==> src/rtl/multicycle_control_pkg.sv <==
// multicycle_control_pkg
//   Shared encodings for the multi-cycle RV32I main controller: ALU operation
//   codes, ALU operation classes handed to the ALU decoder, RV32I opcodes,
//   FSM state constants and the datapath mux-select encodings.
package multicycle_control_pkg;

    typedef enum logic [3:0] {
        ALU_ADD  = 4'd0,
        ALU_SUB  = 4'd1,
        ALU_SLL  = 4'd2,
        ALU_SLT  = 4'd3,
        ALU_SLTU = 4'd4,
        ALU_XOR  = 4'd5,
        ALU_SRA  = 4'd6,
        ALU_SRL  = 4'd7,
        ALU_OR   = 4'd8,
        ALU_AND  = 4'd9
    } alu_op_e;

    // ADD: address/PC arithmetic; FUNCT: decode from funct3/funct7;
    // BRANCH: comparison selected by the branch funct3.
    typedef enum logic [1:0] {
        CLS_ADD    = 2'd0,
        CLS_FUNCT  = 2'd1,
        CLS_BRANCH = 2'd2
    } alu_class_e;

    localparam logic [6:0] OP_LOAD   = 7'b0000011;
    localparam logic [6:0] OP_STORE  = 7'b0100011;
    localparam logic [6:0] OP_RTYPE  = 7'b0110011;
    localparam logic [6:0] OP_ITYPE  = 7'b0010011;
    localparam logic [6:0] OP_BRANCH = 7'b1100011;
    localparam logic [6:0] OP_JAL    = 7'b1101111;
    localparam logic [6:0] OP_JALR   = 7'b1100111;
    localparam logic [6:0] OP_LUI    = 7'b0110111;
    localparam logic [6:0] OP_AUIPC  = 7'b0010111;

    localparam logic [3:0] S_FETCH    = 4'd0;
    localparam logic [3:0] S_DECODE   = 4'd1;
    localparam logic [3:0] S_MEMADR   = 4'd2;
    localparam logic [3:0] S_MEMREAD  = 4'd3;
    localparam logic [3:0] S_MEMWB    = 4'd4;
    localparam logic [3:0] S_MEMWRITE = 4'd5;
    localparam logic [3:0] S_EXECR    = 4'd6;
    localparam logic [3:0] S_EXECI    = 4'd7;
    localparam logic [3:0] S_ALUWB    = 4'd8;
    localparam logic [3:0] S_BRANCH   = 4'd9;
    localparam logic [3:0] S_JAL      = 4'd10;
    localparam logic [3:0] S_JALR     = 4'd11;
    localparam logic [3:0] S_LUI      = 4'd12;
    localparam logic [3:0] S_AUIPC    = 4'd13;
    localparam logic [3:0] S_TRAP     = 4'd14;

    localparam logic [2:0] IMM_I = 3'd0;
    localparam logic [2:0] IMM_S = 3'd1;
    localparam logic [2:0] IMM_B = 3'd2;
    localparam logic [2:0] IMM_J = 3'd3;
    localparam logic [2:0] IMM_U = 3'd4;

    localparam logic [1:0] RES_ALUREG = 2'd0;
    localparam logic [1:0] RES_MEM    = 2'd1;
    localparam logic [1:0] RES_ALUOUT = 2'd2;
    localparam logic [1:0] RES_RSTVEC = 2'd3;

    localparam logic [1:0] SRCA_PC    = 2'd0;
    localparam logic [1:0] SRCA_OLDPC = 2'd1;
    localparam logic [1:0] SRCA_RS1   = 2'd2;
    localparam logic [1:0] SRCA_ZERO  = 2'd3;

    localparam logic [1:0] SRCB_RS2  = 2'd0;
    localparam logic [1:0] SRCB_IMM  = 2'd1;
    localparam logic [1:0] SRCB_FOUR = 2'd2;

endpackage

==> src/rtl/multicycle_control_if.sv <==
// multicycle_control_if
//   Bundle between the controller (master) and the shared datapath/memory
//   side (slave).
//   Inputs to controller : instr, isZero, aluLsb, memReady
//   Outputs of controller: memReq, memWrite, irWrite, pcWrite, branch,
//                          regWrite, adrSrc, aluSrcA, aluSrcB, immSrc,
//                          resultSrc, aluControl, illegalInstr
//   Memory handshake: memReq high means an access is pending; it completes in
//   any cycle where memReq and memReady are both high. Until then memReq,
//   adrSrc and memWrite stay stable and no write enable pulses.
interface multicycle_control_if;
    logic [31:0] instr;
    logic        isZero;
    logic        aluLsb;
    logic        memReady;
    logic        memReq;
    logic        memWrite;
    logic        irWrite;
    logic        pcWrite;
    logic        branch;
    logic        regWrite;
    logic        adrSrc;
    logic [1:0]  aluSrcA;
    logic [1:0]  aluSrcB;
    logic [2:0]  immSrc;
    logic [1:0]  resultSrc;
    logic [3:0]  aluControl;
    logic        illegalInstr;

    modport master (
        input  instr, isZero, aluLsb, memReady,
        output memReq, memWrite, irWrite, pcWrite, branch, regWrite, adrSrc,
               aluSrcA, aluSrcB, immSrc, resultSrc, aluControl, illegalInstr
    );

    modport slave (
        output instr, isZero, aluLsb, memReady,
        input  memReq, memWrite, irWrite, pcWrite, branch, regWrite, adrSrc,
               aluSrcA, aluSrcB, immSrc, resultSrc, aluControl, illegalInstr
    );
endinterface

==> src/rtl/multicycle_control_alu_decoder.sv <==
// multicycle_control_alu_decoder
//   Combinational ALU operation decode.
//   op_class  : operation class from the main FSM
//   funct3    : instr[14:12]
//   funct7b5  : instr[30] (sub/sra select)
//   op5       : opcode[5], high for R-type; an I-type addi never subtracts
//   alu_op    : ALU operation code
module multicycle_control_alu_decoder
    import multicycle_control_pkg::*;
(
    input  alu_class_e  op_class,
    input  logic [2:0]  funct3,
    input  logic        funct7b5,
    input  logic        op5,
    output alu_op_e     alu_op
);

    always_comb begin
        alu_op = ALU_ADD;
        case (op_class)
            CLS_FUNCT: begin
                case (funct3)
                    3'b000: alu_op = (op5 && funct7b5) ? ALU_SUB : ALU_ADD;
                    3'b001: alu_op = ALU_SLL;
                    3'b010: alu_op = ALU_SLT;
                    3'b011: alu_op = ALU_SLTU;
                    3'b100: alu_op = ALU_XOR;
                    3'b101: alu_op = funct7b5 ? ALU_SRA : ALU_SRL;
                    3'b110: alu_op = ALU_OR;
                    default: alu_op = ALU_AND;
                endcase
            end
            CLS_BRANCH: begin
                case (funct3)
                    3'b100, 3'b101: alu_op = ALU_SLT;
                    3'b110, 3'b111: alu_op = ALU_SLTU;
                    default:        alu_op = ALU_SUB;
                endcase
            end
            default: alu_op = ALU_ADD;
        endcase
    end

endmodule

==> src/rtl/multicycle_control.sv <==
// multicycle_control
//   Multi-cycle RV32I main controller (Moore FSM). Sequences fetch, decode,
//   execute, memory and writeback and drives the shared datapath.
//   Ports: clk, reset (synchronous, active-high); bus (multicycle_control_if
//   master modport); dbg_state (current FSM state).
//   RESET_VECTOR_SEL=1: the first cycle after reset loads the PC from the
//   reset vector (pcWrite, resultSrc=3) without a memory request; the fetch
//   itself starts on the following cycle.
//   Optional build macro ILLEGAL_TRAP_EN: unknown opcodes and R-type funct7
//   outside {0000000,0100000} enter TRAP, where every enable is held low and
//   illegalInstr stays high until reset. Without it unknown opcodes act as
//   NOPs and illegalInstr is tied low.
module multicycle_control
    import multicycle_control_pkg::*;
#(
    parameter int RESET_VECTOR_SEL = 0
) (
    input  logic                      clk,
    input  logic                      reset,
    multicycle_control_if.master      bus,
    output logic [3:0]                dbg_state
);

    logic [3:0] state, next_state;
    logic       rv_pending;
    logic       rv_cycle;
    logic [6:0] opcode;
    logic [2:0] funct3;
    logic       mem_req, mem_write, reg_write, adr_src, branch_int;
    logic       fetch_go, pc_uncond, taken;
    logic [1:0] src_a, src_b, result_src;
    logic [2:0] imm_src;
    alu_class_e alu_class;
    alu_op_e    alu_op;

    assign opcode    = bus.instr[6:0];
    assign funct3    = bus.instr[14:12];
    assign dbg_state = state;
    assign rv_cycle  = (RESET_VECTOR_SEL != 0) && rv_pending && (state == S_FETCH);

`ifdef ILLEGAL_TRAP_EN
    logic funct7_ok;
    assign funct7_ok = (bus.instr[31:25] == 7'b0000000) || (bus.instr[31:25] == 7'b0100000);
`endif

    always_ff @(posedge clk) begin
        if (reset) begin
            state      <= S_FETCH;
            rv_pending <= 1'b1;
        end else begin
            state      <= next_state;
            rv_pending <= 1'b0;
        end
    end

    always_comb begin
        next_state = state;
        case (state)
            S_FETCH:    if (!rv_cycle && bus.memReady) next_state = S_DECODE;
            S_DECODE: begin
                case (opcode)
                    OP_LOAD, OP_STORE: next_state = S_MEMADR;
`ifdef ILLEGAL_TRAP_EN
                    OP_RTYPE:          next_state = funct7_ok ? S_EXECR : S_TRAP;
`else
                    OP_RTYPE:          next_state = S_EXECR;
`endif
                    OP_ITYPE:          next_state = S_EXECI;
                    OP_BRANCH:         next_state = S_BRANCH;
                    OP_JAL:            next_state = S_JAL;
                    OP_JALR:           next_state = S_JALR;
                    OP_LUI:            next_state = S_LUI;
                    OP_AUIPC:          next_state = S_AUIPC;
`ifdef ILLEGAL_TRAP_EN
                    default:           next_state = S_TRAP;
`else
                    default:           next_state = S_FETCH;
`endif
                endcase
            end
            S_MEMADR:   next_state = (opcode == OP_STORE) ? S_MEMWRITE : S_MEMREAD;
            S_MEMREAD:  if (bus.memReady) next_state = S_MEMWB;
            S_MEMWRITE: if (bus.memReady) next_state = S_FETCH;
            S_EXECR, S_EXECI, S_JAL, S_JALR, S_LUI, S_AUIPC: next_state = S_ALUWB;
`ifdef ILLEGAL_TRAP_EN
            S_TRAP:     next_state = S_TRAP;
`endif
            default:    next_state = S_FETCH;
        endcase
    end

    always_comb begin
        mem_req    = 1'b0;
        mem_write  = 1'b0;
        reg_write  = 1'b0;
        adr_src    = 1'b0;
        branch_int = 1'b0;
        fetch_go   = 1'b0;
        pc_uncond  = 1'b0;
        src_a      = SRCA_PC;
        src_b      = SRCB_RS2;
        imm_src    = IMM_I;
        result_src = RES_ALUREG;
        alu_class  = CLS_ADD;
        case (state)
            S_FETCH: begin
                if (rv_cycle) begin
                    pc_uncond  = 1'b1;
                    result_src = RES_RSTVEC;
                end else begin
                    mem_req    = 1'b1;
                    fetch_go   = 1'b1;
                    src_b      = SRCB_FOUR;
                    result_src = RES_ALUOUT;
                end
            end
            S_DECODE: begin
                // Precompute the jump/branch target into the ALU result
                // register; jal needs the J immediate and jalr rs1+immI so
                // that their next state only has to load it and form the link.
                src_a   = SRCA_OLDPC;
                src_b   = SRCB_IMM;
                imm_src = IMM_B;
                if (opcode == OP_JAL) begin
                    imm_src = IMM_J;
                end else if (opcode == OP_JALR) begin
                    src_a   = SRCA_RS1;
                    imm_src = IMM_I;
                end
            end
            S_MEMADR: begin
                src_a   = SRCA_RS1;
                src_b   = SRCB_IMM;
                imm_src = (opcode == OP_STORE) ? IMM_S : IMM_I;
            end
            S_MEMREAD: begin
                mem_req = 1'b1;
                adr_src = 1'b1;
            end
            S_MEMWB: begin
                result_src = RES_MEM;
                reg_write  = 1'b1;
            end
            S_MEMWRITE: begin
                mem_req   = 1'b1;
                mem_write = 1'b1;
                adr_src   = 1'b1;
            end
            S_EXECR: begin
                src_a     = SRCA_RS1;
                alu_class = CLS_FUNCT;
            end
            S_EXECI: begin
                src_a     = SRCA_RS1;
                src_b     = SRCB_IMM;
                alu_class = CLS_FUNCT;
            end
            S_ALUWB:  reg_write = 1'b1;
            S_BRANCH: begin
                src_a      = SRCA_RS1;
                alu_class  = CLS_BRANCH;
                branch_int = 1'b1;
            end
            S_JAL, S_JALR: begin
                // PC takes the precomputed target while the ALU forms oldPC+4
                // for the link written in ALUWB.
                src_a     = SRCA_OLDPC;
                src_b     = SRCB_FOUR;
                pc_uncond = 1'b1;
            end
            S_LUI: begin
                src_a   = SRCA_ZERO;
                src_b   = SRCB_IMM;
                imm_src = IMM_U;
            end
            S_AUIPC: begin
                src_a   = SRCA_OLDPC;
                src_b   = SRCB_IMM;
                imm_src = IMM_U;
            end
            default: ;
        endcase
    end

    always_comb begin
        case (funct3)
            3'b000:         taken = bus.isZero;
            3'b001:         taken = !bus.isZero;
            3'b100, 3'b110: taken = bus.aluLsb;
            3'b101, 3'b111: taken = !bus.aluLsb;
            default:        taken = 1'b0;
        endcase
    end

    multicycle_control_alu_decoder u_alu_decoder (
        .op_class (alu_class),
        .funct3   (funct3),
        .funct7b5 (bus.instr[30]),
        .op5      (opcode[5]),
        .alu_op   (alu_op)
    );

    // Reset forces every output low in the same cycle, so an access that is
    // abandoned mid-instruction never produces a write.
    assign bus.memReq     = !reset && mem_req;
    assign bus.memWrite   = !reset && mem_write;
    assign bus.irWrite    = !reset && fetch_go && bus.memReady;
    assign bus.pcWrite    = !reset && (pc_uncond || (fetch_go && bus.memReady) || (branch_int && taken));
    assign bus.branch     = !reset && branch_int;
    assign bus.regWrite   = !reset && reg_write;
    assign bus.adrSrc     = !reset && adr_src;
    assign bus.aluSrcA    = reset ? 2'd0 : src_a;
    assign bus.aluSrcB    = reset ? 2'd0 : src_b;
    assign bus.immSrc     = reset ? 3'd0 : imm_src;
    assign bus.resultSrc  = reset ? 2'd0 : result_src;
    assign bus.aluControl = reset ? 4'd0 : alu_op;
`ifdef ILLEGAL_TRAP_EN
    assign bus.illegalInstr = !reset && (state == S_TRAP);
`else
    assign bus.illegalInstr = 1'b0;
`endif

endmodule

==> src/flat_wrapper.sv <==
// flat-port wrapper written by rule: the top's interface ports become plain ports
module multicycle_control_flat import multicycle_control_pkg::*;
#(
    parameter int RESET_VECTOR_SEL = 0
)
  (clk, reset, dbg_state, bus_instr, bus_isZero, bus_aluLsb, bus_memReady, bus_memReq, bus_memWrite, bus_irWrite, bus_pcWrite, bus_branch, bus_regWrite, bus_adrSrc, bus_aluSrcA, bus_aluSrcB, bus_immSrc, bus_resultSrc, bus_aluControl, bus_illegalInstr);
  multicycle_control_if bus_i ();
  input  logic clk;
  input  logic reset;
  output logic [3:0] dbg_state;
  input wire logic [$bits(bus_i.instr)-1:0] bus_instr;
  input wire logic [$bits(bus_i.isZero)-1:0] bus_isZero;
  input wire logic [$bits(bus_i.aluLsb)-1:0] bus_aluLsb;
  input wire logic [$bits(bus_i.memReady)-1:0] bus_memReady;
  output wire logic [$bits(bus_i.memReq)-1:0] bus_memReq;
  output wire logic [$bits(bus_i.memWrite)-1:0] bus_memWrite;
  output wire logic [$bits(bus_i.irWrite)-1:0] bus_irWrite;
  output wire logic [$bits(bus_i.pcWrite)-1:0] bus_pcWrite;
  output wire logic [$bits(bus_i.branch)-1:0] bus_branch;
  output wire logic [$bits(bus_i.regWrite)-1:0] bus_regWrite;
  output wire logic [$bits(bus_i.adrSrc)-1:0] bus_adrSrc;
  output wire logic [$bits(bus_i.aluSrcA)-1:0] bus_aluSrcA;
  output wire logic [$bits(bus_i.aluSrcB)-1:0] bus_aluSrcB;
  output wire logic [$bits(bus_i.immSrc)-1:0] bus_immSrc;
  output wire logic [$bits(bus_i.resultSrc)-1:0] bus_resultSrc;
  output wire logic [$bits(bus_i.aluControl)-1:0] bus_aluControl;
  output wire logic [$bits(bus_i.illegalInstr)-1:0] bus_illegalInstr;
  assign bus_i.instr = bus_instr;
  assign bus_i.isZero = bus_isZero;
  assign bus_i.aluLsb = bus_aluLsb;
  assign bus_i.memReady = bus_memReady;
  assign bus_memReq = bus_i.memReq;
  assign bus_memWrite = bus_i.memWrite;
  assign bus_irWrite = bus_i.irWrite;
  assign bus_pcWrite = bus_i.pcWrite;
  assign bus_branch = bus_i.branch;
  assign bus_regWrite = bus_i.regWrite;
  assign bus_adrSrc = bus_i.adrSrc;
  assign bus_aluSrcA = bus_i.aluSrcA;
  assign bus_aluSrcB = bus_i.aluSrcB;
  assign bus_immSrc = bus_i.immSrc;
  assign bus_resultSrc = bus_i.resultSrc;
  assign bus_aluControl = bus_i.aluControl;
  assign bus_illegalInstr = bus_i.illegalInstr;
  multicycle_control #(.RESET_VECTOR_SEL(RESET_VECTOR_SEL)) u_core (.clk(clk), .reset(reset), .bus(bus_i), .dbg_state(dbg_state));
endmodule
==> config.mk <==
export PLATFORM = sky130hd
export DESIGN_NAME = multicycle_control_flat
export DESIGN_NICKNAME = d
export VERILOG_FILES = /design/src/rtl/multicycle_control_pkg.sv /design/src/rtl/multicycle_control_if.sv /design/src/rtl/multicycle_control_alu_decoder.sv /design/src/rtl/multicycle_control.sv /design/src/flat_wrapper.sv
export SDC_FILE = /design/constraint.sdc
export NUM_CORES = 1
export LEC_CHECK = 0
export ABC_AREA = 1
export ABC_CLOCK_PERIOD_IN_PS = 1900
export CORE_ASPECT_RATIO = 1.75
export CORE_MARGIN = 2
export CORE_UTILIZATION = 32
export CTS_CLUSTER_DIAMETER = 60
export DETAILED_ROUTE_END_ITERATION = 10
export HOLD_SLACK_MARGIN = 0.06
export PLACE_DENSITY = 0.78
export SYNTH_ARGS = -nofsm -noshare
export SYNTH_HDL_FRONTEND = slang
export SYNTH_SLANG_ARGS = --single-unit
==> constraint.sdc <==
create_clock -name clk -period 1.9 [get_ports clk]
set_input_delay 0.38 -clock clk [delete_from_list [all_inputs] [get_ports clk]]
set_output_delay 0.38 -clock clk [all_outputs]
set_load 0.05 [all_outputs]
==> flow_metrics.tcl, run 1 <==
set metrics [dict create \
    rows 23 \
    pre_cts_slack_ps -324 \
    grt_max_degree 8 \
    hpwl_um 2740 \
    die_w_um 40.3 \
    haltStage "global routing (5_1_grt)" \
    firstError "[ERROR DPL-0038] Utilization greater than 100%, impossible to legalize" \
    cts_root_buf "clkbuf_8" \
    synth.yosys.warnings 0 \
    die_h_um 67.5 \
    clk_path_buf_depth 2 \
    syn_nets 183 \
    ys_seq_area_share_pct 10.9 \
    worst-ep-kind "primary output" \
    synth_ff_type "dfxtp_1" \
    synthCells 144 \
    cts_num_sinks 4 \
    cts_buffers 3 \
    htreeDepth 1 \
    avgSynthCellArea_um2 5.12 \
    gp_congestion 0.957 \
    synth_edf_count 0 \
    crit_endpoint "bus_aluControl[1]" \
    portBuffers 39 \
    status "aborted with a tool error" \
    async_reset_ff_share_pct 0 \
    ys_ff_latch 4 \
    syn-cell-area_um2 737 \
    yosys.cell_types.count 25 \
    start_util_pct 32.8 \
    ios 62 \
]
[timing repair]
item,in CTS
pin swaps,30
buffers inserted,17
hold buffers,0
resized for setup,67
setup endpoints to repair,14
[logic make-up after synthesis]
group                      after synthesis  share of synthesized area, %
and+or+nand+nor                         93                          56.7
buffers and inverters                   24                          12.7
AOI/OAI and AO/OA                       20                          15.8
other                                    1                         0.509
DFF                                      4                          10.9
adders and majority gates                2                          3.40
[cell usage after synthesis (2+ instances only)]
library cell | n | area share, %
a21oi_1 | 6 | 4.1
a31oi_1 | 4 | 3.4
clkbuf_1 | 2 | 1.0
dfxtp_1 | 4 | 11
ha_1 | 2 | 3.4
inv_1 | 19 | 9.7
inv_2 | 2 | 1.0
nand2_1 | 37 | 19
nand2_2 | 3 | 2.5
nand3_1 | 14 | 9.5
nand3_2 | 2 | 2.7
nand4_1 | 3 | 2.5
nor2_1 | 25 | 13
nor3_1 | 5 | 3.4
o21ai_0 | 6 | 4.1
[per-stage QoR]
| stage | utilization [%] | std cells | setup TNS [ps] | area [um^2] | hold WS (ps) |
|---|---|---|---|---|---|
| floorplan | - | 144 | -280 | 866 | 592 |
| detailed placement | 77.0 | 242 | -1730 | 1730 | 733 |
| CTS | 91.8 | 261 | -710 | 2060 | 746 |
| global placement | 77.0 | 242 | -1300 | 1730 | 725 |
==> run 2: changes to the inputs <==
--- a/config.mk
+++ b/config.mk
@@ -7,13 +7,10 @@
 export LEC_CHECK = 0
 export ABC_AREA = 1
 export ABC_CLOCK_PERIOD_IN_PS = 1900
-export CORE_ASPECT_RATIO = 1.75
-export CORE_MARGIN = 2
-export CORE_UTILIZATION = 32
-export CTS_CLUSTER_DIAMETER = 60
+export CORE_AREA = 2 2 63 65
 export DETAILED_ROUTE_END_ITERATION = 10
-export HOLD_SLACK_MARGIN = 0.06
-export PLACE_DENSITY = 0.78
+export DIE_AREA = 0 0 65 67
+export PLACE_DENSITY_LB_ADDON = 0.15
 export SYNTH_ARGS = -nofsm -noshare
 export SYNTH_HDL_FRONTEND = slang
 export SYNTH_SLANG_ARGS = --single-unit
==> run 2 against run 1 <==
Synthesized cell count is the same. Area after synthesis unchanged. The flow now finishes, with violations (negative setup slack).
==> flow_metrics.tcl, run 2 <==
set metrics [dict create \
    yosys.cell_types.count 25 \
    cts_tree "built" \
    ff2ff_path_depth 14 \
    status "finished, violations left" \
    cts_hold_buf 0 \
    setup_viol 10 \
    powerDensity_mw_per_mm2 306 \
    layout_setup_ws_ps -132 \
    path_clk_slew_ps 30 \
    ys_ff_latch 4 \
    drv_slew 0 \
    cts_root_buf "clkbuf_8" \
    critPathMaxFanout 4 \
    min_path_cells 5 \
    avgSynthCellArea_um2 5.12 \
    min_period_ps 2030 \
    worstSkewPairLatency_ps 220 \
    vias_per_cell 4.65 \
    yosysTopAreaCell "nand2_1" \
    largest_reg_flops 4 \
    htreeDepth 1 \
    wirelength_um 3940 \
    path_class "reg2out" \
    synth_ff_type "dfxtp_1" \
    synth_commonest_cells "nand2_1, nor2_1, inv_1" \
    finalCritPeriodShare_pct 107 \
    use_met1_pct 18.9 \
    synth.most_common_cell "nand2_1" \
    rows 22 \
    r2r-start "u_core.dbg_state[3]" \
    final_common_cell "buf_4" \
    reg2reg_setup_slack_ps -80 \
    irDropWorstVdd_mv 0.484 \
    synth_top_area_share_pct 18.8 \
    hpwl_um 2560 \
    final_cell_mix "buf_4, nand2_1, buf_12" \
    worstPathRequired_ps 1520 \
    dieArea_mm2 0.00436 \
    critPathCaptureType "output pin" \
    drive_gt1_share_pct 70.3 \
    leakage_uw 0.00102 \
    areaGrowthSynthToFinish_pct 225 \
    busiest_layer "met2" \
    antenna_found_initial 0 \
    reg2reg_to "u_core.dbg_state[2]" \
    cp_slowest_cell "dfxtp_4" \
    max_freq_mhz 492 \
    slowest_delay_ps 350 \
    startpoint_type "flop" \
    max-cap-violations 0 \
    detail_route.first_pass.iterations 4 \
    syn-cell-area_um2 737 \
    detail_route.iter0.violations 71 \
    finClkSkew_ps 3.82 \
    min_path_type "reg2reg" \
    finish.instance_area_mm2 0.00240 \
    syn_nets 183 \
    ys_seq_area_share_pct 10.9 \
    clk_path_buf_depth 2 \
    layout.nets 290 \
    die_w_um 65 \
    hp-start "u_core.dbg_state[0]" \
    cp_data_arrival_time_ps 1650 \
    ios 62 \
    path_cells "buf_6 -> nor2_4 -> nand2_2 -> inv_2 -> ha_4 -> nor2_4 -> buf_6 -> inv_4 -> a21oi_4 -> buf_12" \
    placed_cell_area_mm2 0.00176 \
    synth.yosys.warnings 0 \
    portBuffers 39 \
    antenna_cells 0 \
    grt-ovfl-total 0 \
    die_h_um 67 \
    vias 1381 \
    drc 0 \
    synthCells 144 \
    cts_num_sinks 4 \
    hold_end "u_core.dbg_state[0]" \
    grt_use_met2_pct 32.9 \
    grt_max_degree 13 \
    start_util_pct 20.4 \
    grtUsageMet3_pct 2.03 \
    rsz0062_at_grt "true" \
    gp_congestion 0.823 \
    violations "negative setup slack" \
    grt_use_total_pct 17.2 \
    synth_edf_count 0 \
    cts_buffers 3 \
    avgRoutedWirePerCell_um 13.3 \
    antenna_left 0 \
    core_region_area_mm2 0.00361 \
    grt_pass1_wl_um 5790 \
    synthTopCellsByArea "nand2_1, nor2_1, dfxtp_1" \
    grt_pass1_vias 1384 \
    async_reset_ff_share_pct 0 \
    hold_violations 0 \
    power_uw 734 \
]
## run 2: cell counts after synthesis
Identical to the previous run, type by type.
## run 2: kinds of logic after synthesis
kind of cell	after synthesis	synth area share, %
AOI/OAI and AO/OA	20	15.8
adders and majority gates	2	3.40
buffers and inverters	24	12.7
DFF	4	10.9
other	1	0.509
and+or+nand+nor	93	56.7
## run 2: what timing repair did
action,in CTS,in global routing
gates cloned,0,0
pin swaps,30,25
resized for setup,64,44
setup buffers,25,11
setup endpoints to repair,16,19
## run 2: power breakdown
group          internal, uW  total (uW)  switching, uW
clock network           135         183           47.3
logic                   212         463            251
registers              84.6        88.4           3.76
## run 2: critical path, delay by kind of cell, from the launching register on
kind            cells  cell delay [ps]
buf+inv             5              500
simple gates        3              250
flops               1              350
fa+ha+maj           1              200
compound gates      1              130
## run 2: area by class of cell
| class | count | area, um^2 |
|---|---|---|
| clock buffer | 3 | 41.3 |
| multi-input combinational | 116 | 1010 |
| inverter | 21 | 86.3 |
| sequential | 4 | 95.1 |
| fill | 273 | 1210 |
| timing repair buffer | 105 | 1100 |
| tap | 48 | 60.1 |
## run 2: worst max-delay path by stage
stage,start,end,slack (ps),cells after the start
2_1_floorplan,u_core.dbg_state[3],bus_immSrc[0],-150,5
3_3_place_gp,bus_instr[12],bus_pcWrite,-320,8
3_5_place_dp,bus_instr[12],bus_pcWrite,-340,8
4_1_cts,u_core.dbg_state[3],bus_branch,-170,10
5_1_grt,u_core.dbg_state[3],bus_aluControl[1],-220,10
6_report,u_core.dbg_state[3],bus_aluControl[1],-130,10
## run 2: metal layers
metal / routed length (um) / vias up / share of wire [%]
met5: 0 / - / 0
met4: 72 / 0 / 1.8
met3: 174 / 7 / 4.4
met2: 2230 / 48 / 57
met1: 1450 / 644 / 37
li1: - / 682 / -
## run 2: through the flow
step | setup TNS [ps] | std cells | setup WS [ps] | hold slack, ps | util (%)
after global routing | -1810 | 297 | -220 | 783 | 66.5
after floorplan | -280 | 144 | -153 | 592 | -
after detailed placement | -1800 | 266 | -342 | 681 | 48.9
after CTS | -1420 | 291 | -167 | 688 | 59.4
after global placement | -1690 | 266 | -322 | 691 | 48.9
final | -846 | 297 | -132 | 737 | 66.5
Note: power is estimated with default switching activity, not from simulation.
==> run 3: changes to the inputs <==
--- a/config.mk
+++ b/config.mk
@@ -10,6 +10,7 @@
 export CORE_AREA = 2 2 63 65
 export DETAILED_ROUTE_END_ITERATION = 10
 export DIE_AREA = 0 0 65 67
+export GPL_TIMING_DRIVEN = 0
 export PLACE_DENSITY_LB_ADDON = 0.15
 export SYNTH_ARGS = -nofsm -noshare
 export SYNTH_HDL_FRONTEND = slang
==> run 3 against run 2 <==
The run still ends with negative setup slack left. Wire length fell by 18%. Clock skew rose by 4.0 ps. Critical path depth fell by 1. Die area did not move. Largest power group unchanged. Highest routed layer unchanged. Critical path type unchanged.
==> flow_metrics.tcl, run 3 (same netlist as run 2, synthesis figures left out) <==
set metrics [dict create \
    status "finished, violations left" \
    violations "negative setup slack" \
    drive_gt1_share_pct 62.4 \
    powerDensity_mw_per_mm2 327 \
    antenna_found_initial 0 \
    antenna_cells 0 \
    drv_slew 0 \
    worstSkewPairLatency_ps 220 \
    layout.nets 259 \
    gp_congestion 0.821 \
    avgRoutedWirePerCell_um 12.1 \
    wirelength_um 3230 \
    max_freq_mhz 495 \
    grt_pass1_wl_um 5090 \
    start_util_pct 20.4 \
    portBuffers 38 \
    min_path_cells 2 \
    vias 1225 \
    grt-ovfl-total 0 \
    dieArea_mm2 0.00436 \
    final_cell_mix "buf_4, nand2_1, nand2_2" \
    grt_max_degree 11 \
    critPathMaxFanout 6 \
    worstPathRequired_ps 1520 \
    min_period_ps 2020 \
    hold_violations 0 \
    cp_data_arrival_time_ps 1640 \
    critPathCaptureType "output pin" \
    detail_route.iter0.violations 32 \
    startpoint_type "flop" \
    clk_path_buf_depth 2 \
    multi_input_area_um2 831 \
    cts_root_buf "clkbuf_8" \
    reg2reg_setup_slack_ps 80 \
    min_path_type "in2reg" \
    layout_setup_ws_ps -119 \
    hpwl_um 2150 \
    leakage_uw 0.000783 \
    power_uw 569 \
    irDropWorstVdd_mv 0.515 \
    path_clk_slew_ps 40 \
    finClkSkew_ps 7.86 \
    die_h_um 67 \
    rsz0062_at_grt "true" \
    cts_hold_buf 0 \
    final_common_cell "buf_4" \
    drc 0 \
    max-cap-violations 0 \
    cts_buffers 3 \
    areaGrowthSynthToFinish_pct 136 \
    die_w_um 65 \
    nFillCells 360 \
    detail_route.first_pass.iterations 4 \
    reg2reg_to "u_core.dbg_state[2]" \
    vias_per_cell 4.61 \
    antenna_left 0 \
    path_class "reg2out" \
    grt_use_total_pct 14.8 \
    hold_end "u_core.dbg_state[0]" \
    r2r-start "u_core.dbg_state[2]" \
    finalCritPeriodShare_pct 106 \
    largest_reg_flops 4 \
    setup_viol 7 \
    core_region_area_mm2 0.00361 \
    ff2ff_path_depth 12 \
    regArea_um2 95.1 \
    cts_tree "built" \
    rows 22 \
    hp-start "reset" \
    htreeDepth 1 \
    ios 62 \
    fin_tns_setup_ps -443 \
    grt_pass1_vias 1208 \
    cts_num_sinks 4 \
]
## run 3: worst max-delay path, stage by stage (launching register included)
cell     delay (ps)
dfxtp_4         390
inv_4            50
nor2_4          150
nand2_4          70
inv_4            70
ha_4            200
nor2_4          110
o21ai_2          80
a21oi_4         120
buf_6           170
## run 3: where the power goes
part | internal, uW | total [uW] | leakage, uW | switching, uW
Clock | 136 | 185 | 0.0000216 | 49.2
Sequential | 84.6 | 91.3 | 0.0000355 | 6.63
Combinational | 104 | 293 | 0.000726 | 189
## run 3: worst max path at each step
stage | startpoint | end | slack (ps) | cells past startpoint
after floorplan | u_core.dbg_state[3] | bus_immSrc[0] | -150 | 5
after global placement | bus_instr[12] | bus_pcWrite | -990 | 8
after detailed placement | bus_instr[12] | bus_pcWrite | -990 | 8
after CTS | u_core.dbg_state[2] | bus_aluControl[2] | -110 | 9
after global routing | u_core.dbg_state[2] | bus_aluControl[2] | -190 | 9
final | u_core.dbg_state[2] | bus_aluControl[2] | -120 | 9
## run 3: layout make-up
| cell class | count | area share (%) |
|---|---|---|
| timing repair buffer | 71 | 35.1 |
| tap | 48 | 3.46 |
| multi-input combinational | 116 | 47.8 |
| buffer | 3 | 1.01 |
| inverter | 21 | 4.82 |
| clock buffer | 3 | 2.38 |
| sequential | 4 | 5.47 |
## run 3: timing repair
item / 4_1_cts / 5_1_grt
gates resized for setup: 145 / 34
endpoints found under the setup margin: 20 / 19
pin swaps: 12 / 16
buffers inserted: 23 / 10
## run 3: through the flow
| stage | worst slack, ps | instances | util [%] | hold slack, ps | instance area (um^2) |
|---|---|---|---|---|---|
| 6_report | -119 | 266 | 48.2 | 544 | 1740 |
| 5_1_grt | -194 | 266 | 48.2 | 561 | 1740 |
| 4_1_cts | -108 | 256 | 44.6 | 553 | 1610 |
| 3_5_place_dp | -989 | 230 | 36.2 | 611 | 1310 |
| 3_3_place_gp | -994 | 230 | 36.2 | 611 | 1310 |
| 2_1_floorplan | -153 | 144 | - | 592 | 866 |
## run 3: metal layers
layer  share of wire (%)  GRT usage, %
met1                  41          17.2
met2                  52          28.1
met3                 6.5          3.04
met4                0.34          2.13
met5                   0             0
==> run 4: changes to the inputs <==
--- a/config.mk
+++ b/config.mk
@@ -6,7 +6,7 @@
 export NUM_CORES = 1
 export LEC_CHECK = 0
 export ABC_AREA = 1
-export ABC_CLOCK_PERIOD_IN_PS = 1900
+export ABC_CLOCK_PERIOD_IN_PS = 2600
 export CORE_AREA = 2 2 63 65
 export DETAILED_ROUTE_END_ITERATION = 10
 export DIE_AREA = 0 0 65 67
==> constraint.sdc (replaced) <==
create_clock -name clk -period 2.6 [get_ports clk]
set_input_delay 0.52 -clock clk [delete_from_list [all_inputs] [get_ports clk]]
set_output_delay 0.52 -clock clk [all_outputs]
set_load 0.05 [all_outputs]
==> run 4 against run 3 <==
The flow now finishes without violations. Utilization shrank 14 points. Highest routed layer unchanged. Largest cell class unchanged. Critical path depth is the same. Clock skew decreased by 7.3 ps. Largest power group unchanged. Register-to-register slack gained 1100 ps. Critical endpoint is now bus_immSrc[0].
==> flow_metrics.tcl, run 4 (same netlist as run 2, synthesis figures left out) <==
set metrics [dict create \
    ios 62 \
    htreeDepth 1 \
    drv_slew 0 \
    rows 22 \
    pre_cts_slack_ps -592 \
    leakage_uw 0.000611 \
    die_w_um 65 \
    worstPathRequired_ps 2080 \
    antenna_cells 0 \
    vias_per_cell 4.40 \
    finish.instance_area_mm2 0.00125 \
    areaGrowthSynthToFinish_pct 69.1 \
    placed_cell_area_mm2 0.00120 \
    setup_viol 0 \
    drc 0 \
    final_common_cell "nand2_1" \
    grt_pass1_vias 982 \
    drive_gt1_share_pct 21.5 \
    layout.nets 227 \
    powerDensity_mw_per_mm2 299 \
    final_cell_mix "nand2_1, clkdlybuf4s50_1, nor2_1" \
    cts_root_buf "clkbuf_8" \
    core_region_area_mm2 0.00361 \
    cp_data_arrival_time_ps 1960 \
    detail_route.first_pass.iterations 4 \
    grt_max_degree 11 \
    timing.slew.headroom_pct 65.7 \
    dieArea_mm2 0.00436 \
    hold_violations 0 \
    finClkSkew_ps 0.582 \
    wirelength_um 2570 \
    worstMarginPinSlew_ps 513 \
    critPathCaptureType "output pin" \
    cts_buffers 3 \
    max-cap-violations 0 \
    min_path_type "in2reg" \
    start_util_pct 20.4 \
    grt-ovfl-total 0 \
    min_period_ps 2480 \
    startpoint_type "primary input" \
    vias 1029 \
    die_h_um 67 \
    largest_reg_flops 4 \
    status "finished clean" \
    irDropWorstVdd_mv 0.196 \
    grt_pass1_wl_um 4090 \
    finalCritPeriodShare_pct 95.3 \
    grt_use_total_pct 11.8 \
    critPathMaxFanout 3 \
    clk_path_buf_depth 2 \
    avgRoutedWirePerCell_um 11.0 \
    cts_hold_buf 0 \
    path_clk_slew_ps 30 \
    antenna_left 0 \
    path_class "in2out" \
    cts_tree "built" \
    antenna_found_initial 0 \
    cts_num_sinks 4 \
    gp_congestion 0.804 \
    utilization_pct 34.6 \
    portBuffers 38 \
    hpwl_um 2110 \
    max_freq_mhz 404 \
    layout_setup_ws_ps 122 \
    detail_route.iter0.violations 52 \
    worstSkewPairLatency_ps 210 \
]
## run 4: repair_timing
| action | in CTS | in global routing |
|---|---|---|
| setup endpoints to repair | 17 | 12 |
| setup buffers | 0 | 1 |
| gates resized for setup | 51 | 24 |
| pin swaps | 0 | 2 |
## run 4: power by group
group | internal [uW] | switching (uW)
combinational | 60.1 | 116
clock | 98.4 | 29.5
sequential | 64.3 | 4.24
total | 223 | 150
## run 4: cell type report
cell class	instances	area [um^2]
Multi-Input combinational cell	116	603
Sequential cell	4	81.3
Inverter	21	78.8
Fill cell	413	2360
Buffer	3	16.3
Tap cell	48	60.1
Clock buffer	3	41.3
Timing Repair Buffer	39	365
## run 4: worst paths after layout
path	start	to	slack (ps)	depth (start not counted)
setup reg to reg	u_core.dbg_state[3]	u_core.dbg_state[2]	1160	7
setup / recovery	bus_instr[2]	bus_immSrc[0]	120	9
hold reg to reg	u_core.dbg_state[0]	u_core.dbg_state[0]	650	4
hold / removal	reset	u_core.dbg_state[0]	640	2
## run 4: critical path, cell delays in order
cell	delay (ps)
clkdlybuf4s50_1	460
inv_2	80
nand2_1	60
nor2_2	120
nand2_1	90
nor2_1	100
nand2_1	90
a211oi_2	240
buf_6	190
## run 4: stage by stage
stage          setup TNS [ps]  cells  power [uW]  hold WS (ps)
2_1_floorplan               0    144         183           735
3_3_place_gp            -3690    230         247           648
3_5_place_dp            -3740    230         247           644
4_1_cts                     0    233         377           628
5_1_grt                 -11.8    234         393           665
6_report                    0    234         372           636
## run 4: routing by layer
layer / wire (um) / global-route usage [%] / vias to the layer above
li1: - / - / 553
met1: 1170 / 14.0 / 447
met2: 1230 / 21.3 / 27
met3: 157 / 1.86 / 2
met4: 14 / 4.79 / 0
met5: 0 / 0 / -
